File: src/rtl/instr_encoder.sv
// ---------------------------------------------------------------------------
// instr_encoder
//
// Builds 32-bit MIPS instruction words from a mnemonic ID plus operand fields
// and streams them, with sequential word addresses, to the instruction-memory
// loader. The encoder is the inverse of the CPU's main control decoder. It can
// optionally insert a NOP word after every branch or jump to fill the delay
// slot.
//
// Parameters
//   AW          word-address width; the address counter wraps at 2^AW
//   DELAY_SLOT  1 = emit a NOP word (0x00000000) after every branch/jump word
//
// Ports
//   clk_i        clock, rising edge
//   rst_i        asynchronous active-low reset
//   clr_i        synchronous clear (counter, err_o, pending words)
//   in_valid_i   request valid
//   in_ready_o   encoder can accept a request this cycle
//   mnem_i       mnemonic ID (0..12 supported)
//   rs_i, rt_i, rd_i, shamt_i, funct_i, imm_i, target_i   operand fields
//   out_valid_o  instr_o/addr_o valid
//   out_ready_i  sink accepts the word
//   instr_o      encoded instruction word
//   addr_o       word address of instr_o
//   err_o        sticky flag: an unsupported mnemonic was accepted
// ---------------------------------------------------------------------------
module instr_encoder #(
    parameter int unsigned AW         = 8,
    parameter bit          DELAY_SLOT = 1'b0
) (
    input  logic          clk_i,
    input  logic          rst_i,
    input  logic          clr_i,
    input  logic          in_valid_i,
    output logic          in_ready_o,
    input  logic [3:0]    mnem_i,
    input  logic [4:0]    rs_i,
    input  logic [4:0]    rt_i,
    input  logic [4:0]    rd_i,
    input  logic [4:0]    shamt_i,
    input  logic [5:0]    funct_i,
    input  logic [15:0]   imm_i,
    input  logic [25:0]   target_i,
    output logic          out_valid_o,
    input  logic          out_ready_i,
    output logic [31:0]   instr_o,
    output logic [AW-1:0] addr_o,
    output logic          err_o
);

    // state    | meaning
    // ---------+------------------------------------------------------------
    // ST_EMPTY | no word held; ready for a request
    // ST_WORD  | encoded word presented on instr_o/addr_o
    // ST_NOP   | delay-slot NOP presented after a branch/jump word
    typedef enum logic [1:0] {
        ST_EMPTY = 2'd0,
        ST_WORD  = 2'd1,
        ST_NOP   = 2'd2
    } state_t;

    localparam logic [5:0] OP_RTYPE = 6'b000000;
    localparam logic [5:0] OP_BEQ   = 6'b000100;
    localparam logic [5:0] OP_BNE   = 6'b000101;
    localparam logic [5:0] OP_BLE   = 6'b000110;
    localparam logic [5:0] OP_BLTZ  = 6'b000001;
    localparam logic [5:0] OP_ADDI  = 6'b001000;
    localparam logic [5:0] OP_SLTIU = 6'b001001;
    localparam logic [5:0] OP_ORI   = 6'b001101;
    localparam logic [5:0] OP_LW    = 6'b100011;
    localparam logic [5:0] OP_SW    = 6'b101011;
    localparam logic [5:0] OP_J     = 6'b000010;
    localparam logic [5:0] OP_JAL   = 6'b000011;
    localparam logic [5:0] OP_LI    = 6'b001111;

    state_t          state_q, state_d;
    logic [31:0]     instr_q, instr_d;
    logic [AW-1:0]   addr_q,  addr_d;
    logic            err_q,   err_d;
    logic            bj_q,    bj_d;     // held word is a branch/jump

    logic [31:0]     enc_word;
    logic            enc_ok;
    logic            enc_bj;
    logic            accept;
    logic            out_fire;

    // Mnemonic to instruction word. bltz carries no rt and li no rs, so those
    // fields are forced to zero regardless of what the requester drives.
    always_comb begin
        enc_word = 32'd0;
        enc_ok   = 1'b1;
        enc_bj   = 1'b0;
        case (mnem_i)
            4'd0:  enc_word = {OP_RTYPE, rs_i, rt_i, rd_i, shamt_i, funct_i};
            4'd1:  begin enc_word = {OP_BEQ,  rs_i, rt_i, imm_i}; enc_bj = 1'b1; end
            4'd2:  begin enc_word = {OP_BNE,  rs_i, rt_i, imm_i}; enc_bj = 1'b1; end
            4'd3:  begin enc_word = {OP_BLE,  rs_i, rt_i, imm_i}; enc_bj = 1'b1; end
            4'd4:  begin enc_word = {OP_BLTZ, rs_i, 5'd0, imm_i}; enc_bj = 1'b1; end
            4'd5:  enc_word = {OP_ADDI,  rs_i, rt_i, imm_i};
            4'd6:  enc_word = {OP_SLTIU, rs_i, rt_i, imm_i};
            4'd7:  enc_word = {OP_ORI,   rs_i, rt_i, imm_i};
            4'd8:  enc_word = {OP_LW,    rs_i, rt_i, imm_i};
            4'd9:  enc_word = {OP_SW,    rs_i, rt_i, imm_i};
            4'd10: begin enc_word = {OP_J,   target_i}; enc_bj = 1'b1; end
            4'd11: begin enc_word = {OP_JAL, target_i}; enc_bj = 1'b1; end
            4'd12: enc_word = {OP_LI, 5'd0, rt_i, imm_i};
            default: enc_ok = 1'b0;
        endcase
    end

    assign out_valid_o = (state_q != ST_EMPTY);
    assign out_fire    = out_valid_o & out_ready_i;

    // A branch/jump word with delay slots enabled must be followed by the NOP,
    // so no new request may be taken in the cycle that word leaves.
    always_comb begin
        in_ready_o = 1'b0;
        if (!clr_i) begin
            case (state_q)
                ST_EMPTY: in_ready_o = 1'b1;
                ST_WORD:  in_ready_o = out_ready_i & ~(bj_q & DELAY_SLOT);
                ST_NOP:   in_ready_o = out_ready_i;
                default:  in_ready_o = 1'b0;
            endcase
        end
    end

    assign accept = in_valid_i & in_ready_o;

    always_comb begin
        state_d = state_q;
        instr_d = instr_q;
        addr_d  = addr_q;
        err_d   = err_q;
        bj_d    = bj_q;

        if (clr_i) begin
            state_d = ST_EMPTY;
            instr_d = 32'd0;
            addr_d  = '0;
            err_d   = 1'b0;
            bj_d    = 1'b0;
        end else begin
            // Unsupported IDs are consumed but produce no word.
            if (accept && !enc_ok) begin
                err_d = 1'b1;
            end

            if (out_fire) begin
                addr_d = addr_q + AW'(1);
            end

            case (state_q)
                ST_EMPTY: begin
                    if (accept && enc_ok) begin
                        state_d = ST_WORD;
                        instr_d = enc_word;
                        bj_d    = enc_bj;
                    end
                end
                ST_WORD: begin
                    if (out_fire) begin
                        if (bj_q && DELAY_SLOT) begin
                            state_d = ST_NOP;
                            instr_d = 32'd0;
                            bj_d    = 1'b0;
                        end else if (accept && enc_ok) begin
                            state_d = ST_WORD;
                            instr_d = enc_word;
                            bj_d    = enc_bj;
                        end else begin
                            state_d = ST_EMPTY;
                        end
                    end
                end
                ST_NOP: begin
                    if (out_fire) begin
                        if (accept && enc_ok) begin
                            state_d = ST_WORD;
                            instr_d = enc_word;
                            bj_d    = enc_bj;
                        end else begin
                            state_d = ST_EMPTY;
                        end
                    end
                end
                default: begin
                    state_d = ST_EMPTY;
                end
            endcase
        end
    end

    always_ff @(posedge clk_i or negedge rst_i) begin
        if (!rst_i) begin
            state_q <= ST_EMPTY;
            instr_q <= 32'd0;
            addr_q  <= '0;
            err_q   <= 1'b0;
            bj_q    <= 1'b0;
        end else begin
            state_q <= state_d;
            instr_q <= instr_d;
            addr_q  <= addr_d;
            err_q   <= err_d;
            bj_q    <= bj_d;
        end
    end

    assign instr_o = instr_q;
    assign addr_o  = addr_q;
    assign err_o   = err_q;

endmodule

File: config.mk
export PLATFORM = sky130hd
export DESIGN_NAME = instr_encoder
export DESIGN_NICKNAME = d
export VERILOG_FILES = /design/src/rtl/instr_encoder.sv
export SDC_FILE = /design/constraint.sdc
export NUM_CORES = 1
export LEC_CHECK = 0
export BUFFER_PORTS_ARGS = -buffer_cell sky130_fd_sc_hd__buf_2
export CELL_PAD_IN_SITES_DETAIL_PLACEMENT = 1
export CELL_PAD_IN_SITES_GLOBAL_PLACEMENT = 1
export CORE_ASPECT_RATIO = 1.4
export CORE_MARGIN = 5
export CORE_UTILIZATION = 36
export CTS_BUF_LIST = sky130_fd_sc_hd__clkbuf_8
export CTS_CLUSTER_DIAMETER = 30
export DETAILED_ROUTE_END_ITERATION = 10
export PLACE_DENSITY_LB_ADDON = 0.1
export SETUP_SLACK_MARGIN = 0.05
export SYNTH_ARGS = -nofsm -noshare
export SYNTH_HDL_FRONTEND = slang
export SYNTH_SLANG_ARGS = --single-unit
File: constraint.sdc
create_clock -name clk_i -period 2.81 [get_ports clk_i]
set_input_delay 0.4215 -clock clk_i [delete_from_list [all_inputs] [get_ports clk_i]]
set_output_delay 0.4215 -clock clk_i [all_outputs]
set_load 0.02 [all_outputs]
Yosys cells after proc, flatten, opt, wreduce, memory -nomap -nowiden
Index checks and enable logic that the tools add are counted.
{"block": "op_classes", "addsub": 1, "n_eq_ne": 16, "muxes": 17, "bitwise": 2, "n_reduce_logical": 13}
{"cell": "32-bit one-hot mux with 13 select lines", "n": 1}
{"cell": "32-bit two-way mux", "n": 3}
{"cell": "32-bit one-hot mux with 2 select lines", "n": 1}
{"cell": "4-bit equality test (second input constant)", "n": 5}
{"cell": "4-bit by 3-bit equality test with 1-bit output (second input constant)", "n": 4}
{"cell": "8-bit two-way mux", "n": 2}
{"cell": "13-bit OR reduction", "n": 1}
{"cell": "8-bit by 1-bit adder with 8-bit output (second input constant)", "n": 1}
{"cell": "4-bit by 2-bit equality test with 1-bit output (second input constant)", "n": 2}
{"cell": "2-bit two-way mux", "n": 3}
{"cell": "2-bit nonzero test", "n": 3}
{"cell": "1-bit two-way mux", "n": 5}
{"cell": "4-bit by 1-bit equality test with 1-bit output (second input constant)", "n": 1}
{"cell": "4-bit zero test", "n": 1}
{"cell": "2-bit one-hot mux with 2 select lines", "n": 1}
{"cell": "2-bit AND reduction", "n": 2}
{"cell": "3-bit by 1-bit != test with 1-bit output (second input constant)", "n": 1}
{"cell": "3-bit != test (second input constant)", "n": 1}
{"cell": "3-bit nonzero test", "n": 1}
{"cell": "1-bit AND", "n": 2}
{"cell": "2-bit by 1-bit equality test with 1-bit output (second input constant)", "n": 1}
{"cell": "2-bit equality test (second input constant)", "n": 1}
{"cell": "1-bit logical AND", "n": 2}
{"cell": "2-bit zero test", "n": 1}
{"cell": "3 further kinds", "n": 3}
{"block": "word_totals", "reg_bits": 43, "input_bits": 77, "word_cells": 53}

Depth between registers and ports, before layout
Gate-level depths: netlist of the first run.
{"block": "depth", "ltp_word": 10, "ltp_mapped": 6}

Worst setup path after synthesis of the first run
OpenSTA, ideal clock, no wires.
{"block": "synth_timing", "path_kind": "in2reg", "startpoint": "input port mnem_i[3]", "endpoint": "register instr_q[10], in the netlist instr_o[10]", "arrival_time_ns": 1.398, "required_ns": 2.686, "slack_ns": 1.288, "stages": 6, "n_path_buf": 2, "path_cell_list": "buf_6 > nor3_4 > a2bb2oi_4 > buf_6 > a22oi_1 > o21ai_1"}
{"block": "synth_via", "elab_chain_cells": 8, "elab_cells_between_ends": 21, "cone_classes": "12 x eq/ne; 6 x mux; 3 x reduce/logical"}
{"element": "start: declaration", "line": "37", "rtl": "input logic [3:0] mnem_i,"}
{"element": "4-bit equality test (tied with other cells)", "line": "95", "rtl": "case (mnem_i)"}
{"element": "13-bit OR reduction (no line)"}
{"element": "1-bit two-way mux", "line": "95"}
{"element": "1-bit logical AND", "line": "157, 169, 180"}
{"element": "32-bit two-way mux *", "line": "157, 169, 180"}
{"element": "32-bit two-way mux", "line": "164", "rtl": "if (out_fire) begin"}
{"element": "32-bit one-hot mux with 2 select lines *", "line": "155", "rtl": "case (state_q)"}
{"element": "32-bit two-way mux *", "line": "139", "rtl": "if (clr_i) begin"}
{"element": "end signal: assignment", "line": "205", "rtl": "instr_q <= instr_d;"}
{"element": "end: declaration", "line": "78", "rtl": "logic [31:0] instr_q, instr_d;"}
Every way passes the cells marked *; elsewhere a longest branch is shown, timed or not. The select of a mux whose other input is x is not followed.
A chain may end at the register's enable or synchronous reset.

Worst setup path in the final report of the first run
{"block": "layout_timing", "startpoint": "input port mnem_i[3]", "endpoint": "register instr_q[0], in the netlist instr_o[0]"}
Same word-level chain as after synthesis.

==> results of run 1 <==
[worst max-delay path, delay by kind of cell]
family,cells,cell delay (ns)
buf+inv,1,0.30
simple gates,1,0.74
compound gates,3,0.50
[worst paths after layout]
check | start | to | slack (ns) | depth (start not counted)
min in group clk_i | rs_i[3] | instr_o[24] | 0.41 | 3
max in group asynchronous | rst_i | instr_o[2] | 1.97 | 1
setup reg to reg | state_q[0] | instr_o[23] | 1.33 | 5
setup / recovery | mnem_i[3] | instr_o[0] | 1.06 | 5
hold reg to reg | err_o | err_o | 0.49 | 1
hold / removal | rst_i | instr_o[1] | 0.26 | 1
[logic make-up after synthesis]
| logic type | synth area share (%) |
|---|---|
| flip-flops | 43.5 |
| AO/OA/AOI/OAI | 31.0 |
| AND/OR/NAND/NOR | 15.1 |
| buffers and inverters | 7.05 |
| XOR/XNOR | 2.23 |
| adder cells (fa/ha/maj) | 0.954 |
| other | 0.159 |
[synth_stat cells, types with 4 or more instances]
| cell type | instances |
|---|---|
| sky130_fd_sc_hd__a21oi_1 | 10 |
| sky130_fd_sc_hd__a22o_1 | 21 |
| sky130_fd_sc_hd__a22oi_1 | 22 |
| sky130_fd_sc_hd__a2bb2oi_1 | 5 |
| sky130_fd_sc_hd__buf_2 | 7 |
| sky130_fd_sc_hd__buf_6 | 4 |
| sky130_fd_sc_hd__clkbuf_1 | 8 |
| sky130_fd_sc_hd__dfrtp_1 | 41 |
| sky130_fd_sc_hd__inv_1 | 8 |
| sky130_fd_sc_hd__nand2_1 | 6 |
| sky130_fd_sc_hd__nand3_1 | 32 |
| sky130_fd_sc_hd__nor2_1 | 13 |
| sky130_fd_sc_hd__nor2b_1 | 7 |
| sky130_fd_sc_hd__o21ai_0 | 5 |
| sky130_fd_sc_hd__o21ai_1 | 26 |
| sky130_fd_sc_hd__xnor2_1 | 4 |
[power by group through the flow]
stage               sequential (mW)  combinational (mW)  clock, mW
floorplan                     0.697               0.158          0
global placement              0.655               0.331          0
detailed placement            0.656               0.336          0
CTS                           0.645               0.336      0.444
global route                  0.649               0.367      0.462
finish                        0.644               0.330      0.427
[layout make-up]
class                      instances  area [µm²]  share of cell area, %
clock inverter                     1        5.00                  0.164
inverter                           8        30.0                  0.984
multi-input combinational        181        1170                   38.3
clock buffer                       7        96.3                   3.16
sequential                        41        1030                   33.6
timing repair buffer             122         633                   20.8
tap                               74        92.6                   3.04
[flip-flops by register name (all words and copies together) (netlist names)]
register / flops
instr_o: 31
addr_o: 8
state_q: 1
err_o: 1
[layout by cell type (no fill, tap or decap), types with 4 or more instances in the layout]
master,count
sky130_fd_sc_hd__buf_2,118
sky130_fd_sc_hd__nor2_1,13
sky130_fd_sc_hd__nand2_1,6
sky130_fd_sc_hd__inv_1,8
sky130_fd_sc_hd__o21ai_0,5
sky130_fd_sc_hd__xnor2_1,4
sky130_fd_sc_hd__clkbuf_8,7
sky130_fd_sc_hd__a22o_1,21
sky130_fd_sc_hd__a22oi_1,22
sky130_fd_sc_hd__nor2b_1,7
sky130_fd_sc_hd__a21oi_1,10
sky130_fd_sc_hd__nand3_1,32
sky130_fd_sc_hd__a2bb2oi_1,5
sky130_fd_sc_hd__o21ai_1,26
sky130_fd_sc_hd__dfrtp_1,41
[per-layer routing]
layer	vias to the layer above	global-route usage, %	share of wire (%)
met1	1142	21.2	39
met2	75	33.4	53
met5	-	0	0
met4	0	6.13	1.7
li1	1155	-	-
met3	8	3.76	5.9
[per-stage QoR]
step / total power, mW / util [%] / hold slack (ns) / instance area, µm²
3_5_place_dp: 0.992 / 45.5 / 0.487 / 2950
4_1_cts: 1.42 / 47.1 / 0.291 / 3050
5_1_grt: 1.48 / 47.1 / 0.349 / 3050
6_report: 1.40 / 47.1 / 0.263 / 3050
2_1_floorplan: 0.856 / - / 0.126 / 2360
3_3_place_gp: 0.986 / 45.5 / 0.473 / 2950
==> impl_metrics.env, run 1 <==
export IMPL_cts_path_max_buffers=2
export IMPL_outcome="complete, no violations"
export IMPL_crit_path_end_kind="flip-flop"
export IMPL_setup_worst_path_class="in2reg"
export IMPL_placement_io_buffers=118
export IMPL_num_fill_cells=814
export IMPL_pwr_share_clk_pct=30.5
export IMPL_cts_root_buffer="sky130_fd_sc_hd__clkbuf_8"
export IMPL_ir_drop_uv=183
export IMPL_p_leak_nw=1.52
export IMPL_syn_nets=332
export IMPL_path_clk_slew_ns=0.07
export IMPL_synth_cells=254
export IMPL_worst_skew_pair_late_latency_ns=0.29
export IMPL_yosys_register_bits=41
export IMPL_synthArstFlopShare_pct=100
export IMPL_period_share_pct=62.4
export IMPL_post_dr_vias_cell=5.48
export IMPL_tritoncts="built"
export IMPL_timing_clock_skew_ns=0.00483
export IMPL_die_h_um=106
export IMPL_diode_count=0
export IMPL_fp_row_count=35
export IMPL_totalNegativeSetupSlack_ns=0
export IMPL_wire_length_of_the_first_global_routing_pass_um=12200
export IMPL_clock_fmax_mhz=570
export IMPL_place_congestion=0.748
export IMPL_postLayoutSetupSlackWorst_ns=1.06
export IMPL_synth_top_cells_by_area="sky130_fd_sc_hd__dfrtp_1 (43%), sky130_fd_sc_hd__a22o_1 (7.8%), sky130_fd_sc_hd__a22oi_1 (7.0%)"
export IMPL_avgRoutedWirePerCell_um=16.9
export IMPL_place_detailed_instances=426
export IMPL_timing_max_transition_violations_final=0
export IMPL_first_pass_iters=4
export IMPL_gr_usage_all_layers_pct=18.4
export IMPL_ys_seq_area_share_pct=43.5
export IMPL_power_switching_share_pct=30.1
export IMPL_layout_area_overhead_vs_synth_pct=29.3
export IMPL_grt_start_max_net_pins=42
export IMPL_mappedNetlistArea_um2=2360
export IMPL_drc_errors=0
export IMPL_timing_final_crit_period_ns=1.75
export IMPL_maximum_net_fanout_on_the_critical_path=21
export IMPL_grt_pass1_vias=2547
export IMPL_hold_viol=0
export IMPL_layout_drive_gt1_share_pct=37.5
export IMPL_setup_worst_path_start_class="input port"
export IMPL_clock_sinks=41
export IMPL_synth_enable_flop_cells=0
export IMPL_route_final_wire_length_um=7340
export IMPL_cts_inserted_buffers=5
export IMPL_critical_path_max_stage_delay_ns=0.74
export IMPL_vias=2380
export IMPL_placeableCoreArea_um2=6480
export IMPL_nNetsFinal=437
export IMPL_worstPathCellList="buf_2 > and2_1 > a22o_1 > a22oi_1 > o21ai_1"
export IMPL_die_area_um2=8300
export IMPL_post_synth_top_area_cell="sky130_fd_sc_hd__dfrtp_1"
export IMPL_initial_antenna_violation_count=0
export IMPL_syn_avg_cell_area_um2=9.29
export IMPL_p_int_mw=0.980
export IMPL_floorplan_initialDensity_pct=36.4
export IMPL_cts_hold_repair_buffers=0
export IMPL_final_instance_count_excl_fill=434
export IMPL_detail_route_iter0_violations=94
export IMPL_max_cap_violations=0
export IMPL_setup_viol=0
export IMPL_critical_path_required_ns=3.03
export IMPL_synth_warnings=0
export IMPL_cp_slowest_cell="sky130_fd_sc_hd__and2_1"
export IMPL_dp_final_hpwl_um=5630
export IMPL_synth_main_ff_cell="sky130_fd_sc_hd__dfrtp_1"
export IMPL_power_combinational_fraction_pct=23.6
export IMPL_detail_route_antenna_nets=0
export IMPL_post_cts_setup_inserts=0
export IMPL_ios=120
export IMPL_min_path_type="in2async"
export IMPL_die_width_um=78.4
export IMPL_p_per_area_nw_per_um2=459
export IMPL_synth_top_area_share_pct=43.5
export IMPL_rsz0062_at_grt="false"
export IMPL_share_seq_of_total_power_pct=45.9
export IMPL_gr_total_overflow=0
export IMPL_post_cts_resized=0
export IMPL_yosysUniqueCellTypes=43
export IMPL_ctsHtreeMaxLevel=2
export IMPL_max_slew_headroom_pct=38.1
export IMPL_power_switching_mw=0.421
export IMPL_tightestPinTransition_ns=0.929
export IMPL_critPathArrivalTime_ns=1.97
export IMPL_dp_worst_setup_slack_ns=0.745
(Power assumes the default switching activity.)
==> inputs of run 2 (changes only) <==
CORE_UTILIZATION = 34   (was 36)
clock period = 1.7 ns   (was 2.81 ns; I/O delays follow)
==> run 2 against run 1 <==
  * Critical path depth decreased by 2
  * Critical path type is now reg2out
  * Largest power group unchanged
  * Hold slack got worse by 0.068 ns
  * First-iteration DRC count decreased by 38%
  * Highest routed layer unchanged
  * Design area increased by 4.7%
  * Global-route usage decreased by 0.41 points
==> impl_metrics.env, run 2 (synthesized netlist as in run 1, its figures left out) <==
export IMPL_first_pass_iters=4
export IMPL_share_seq_of_total_power_pct=45.4
export IMPL_path_clk_slew_ns=0.08
export IMPL_dp_final_hpwl_um=6060
export IMPL_rr_startpoint="state_q[0]"
export IMPL_whs_ns=0.195
export IMPL_power_switching_share_pct=29.8
export IMPL_layout_area_overhead_vs_synth_pct=35.4
export IMPL_crit_path_end_kind="output port"
export IMPL_vias=2422
export IMPL_max_cap_violations=0
export IMPL_p_leak_nw=1.58
export IMPL_power_combinational_fraction_pct=24.6
export IMPL_totalNegativeSetupSlack_ns=0
export IMPL_fp_row_count=36
export IMPL_timing_max_transition_violations_final=0
export IMPL_critical_path_required_ns=1.44
export IMPL_place_detailed_instances=458
export IMPL_diode_count=0
export IMPL_detail_route_wirelength_met1_um=2890
export IMPL_grt_start_max_net_pins=54
export IMPL_route_top_layer_used="met4"
export IMPL_ctsHtreeMaxLevel=2
export IMPL_p_per_area_nw_per_um2=734
export IMPL_avgRoutedWirePerCell_um=16.2
export IMPL_worst_r2r_cell_count=5
export IMPL_cts_inserted_buffers=5
export IMPL_crit_path_launch="state_q[0]"
export IMPL_setup_viol=0
export IMPL_cts_root_buffer="sky130_fd_sc_hd__clkbuf_8"
export IMPL_power_switching_mw=0.700
export IMPL_post_dr_vias_cell=5.19
export IMPL_mostFrequentLayoutCell="sky130_fd_sc_hd__buf_2"
export IMPL_number_of_flip_flops_in_the_largest_register=31
export IMPL_util_after_layout_pct=46.7
export IMPL_cts_path_max_buffers=2
export IMPL_met2RoutedLength_um=4040
export IMPL_hold_viol=0
export IMPL_die_h_um=109
export IMPL_die_width_um=80.4
export IMPL_rsz0062_at_grt="false"
export IMPL_gr_usage_all_layers_pct=18.0
export IMPL_critPathArrivalTime_ns=1.25
export IMPL_final_instance_count_excl_fill=467
export IMPL_clock_sinks=41
export IMPL_placeableCoreArea_um2=6850
export IMPL_gr_total_overflow=0
export IMPL_die_area_um2=8730
export IMPL_drc_errors=0
export IMPL_detail_route_antenna_nets=0
export IMPL_p_int_mw=1.65
export IMPL_pwr_share_clk_pct=30.0
export IMPL_place_congestion=0.787
export IMPL_timing_final_crit_period_ns=1.50
export IMPL_ir_drop_uv=263
export IMPL_timing_clock_skew_ns=0.00261
export IMPL_grt_pass1_vias=2553
export IMPL_tritoncts="built"
export IMPL_ios=120
export IMPL_layout_drive_gt1_share_pct=39.2
export IMPL_setup_worst_path_start_class="flip-flop"
export IMPL_mostFrequentLayoutCells="sky130_fd_sc_hd__buf_2 (118), sky130_fd_sc_hd__dfrtp_1 (41), sky130_fd_sc_hd__nand3_1 (32)"
export IMPL_initial_antenna_violation_count=0
export IMPL_wire_length_of_the_first_global_routing_pass_um=12300
export IMPL_route_final_wire_length_um=7580
export IMPL_post_cts_resized=0
export IMPL_floorplan_initialDensity_pct=34.5
export IMPL_worst_setup_path_endpoint="in_ready_o"
export IMPL_sum_of_met3_wire_segment_lengths_after_detailed_routing_um=520
export IMPL_worst_skew_pair_late_latency_ns=0.29
export IMPL_post_cts_setup_inserts=0
export IMPL_tightestPinTransition_ns=0.527
export IMPL_period_share_pct=88.5
export IMPL_setup_reg_to_reg_worst_slack_ns=0.28
export IMPL_critical_path_reg2reg_endpoint="instr_o[3]"
export IMPL_maximum_net_fanout_on_the_critical_path=8
export IMPL_max_slew_headroom_pct=64.9
export IMPL_clock_fmax_mhz=665
export IMPL_placement_io_buffers=118
export IMPL_outcome="complete, no violations"
export IMPL_nNetsFinal=449
export IMPL_setup_worst_path_class="reg2out"
export IMPL_min_path_type="in2reg"
export IMPL_cts_hold_repair_buffers=1
export IMPL_detail_route_iter0_violations=58
## run 2: cell count changes in the layout (fill, tap and decap cells not counted), sizes merged
cell	delta
dlygate4sd3	+1
buf	+11
## run 2: stage by stage
step / cell area (µm²) / total power [mW] / setup WS [ns]
3_5_place_dp: 3080 / 1.67 / 0.161
2_1_floorplan: 2360 / 1.41 / 0.301
5_1_grt: 3190 / 2.47 / 0.0754
4_1_cts: 3190 / 2.39 / 0.187
6_report: 3190 / 2.35 / 0.196
3_3_place_gp: 3080 / 1.66 / 0.196
## run 2: per-layer routing
layer,global-route usage [%],vias up
met1,20.2,1153
met4,6.04,0
met5,0,-
li1,-,1181
met3,5.08,8
met2,32.2,80
## run 2: final cells by class
cell class / instances / area (µm²)
fillers: 876 / 3650
multi-input cells: 181 / 1170
flip-flops and latches: 41 / 1030
repair buffers: 134 / 751
well taps: 95 / 119
clock buffers: 7 / 96.3
inverters: 8 / 30.0
clock inverters: 1 / 5.00
## run 2: power by group through the flow
stage	clock network, mW	logic [mW]	registers [mW]
6_report	0.703	0.577	1.07
4_1_cts	0.733	0.590	1.07
3_5_place_dp	0	0.587	1.09
5_1_grt	0.763	0.638	1.07
2_1_floorplan	0	0.262	1.15
3_3_place_gp	0	0.580	1.08
## run 2: worst min path at each step
stage	from	to	slack [ns]	depth (start not counted)
CTS	clr_i	instr_o[26]	0.20	2
global route	clr_i	instr_o[26]	0.22	2
floorplan	rst_i	addr_o[0]	-0.04	0
detailed placement	rst_i	instr_o[2]	0.27	1
global placement	rst_i	instr_o[3]	0.27	1
finish	clr_i	instr_o[26]	0.19	2
## run 2: worst max-delay path, cell delays in order (launching register included)
cell and delay, ns:
sky130_fd_sc_hd__dfrtp_1 0.46, sky130_fd_sc_hd__nor2b_1 0.27, sky130_fd_sc_hd__nor2_1 0.07, sky130_fd_sc_hd__buf_2 0.16
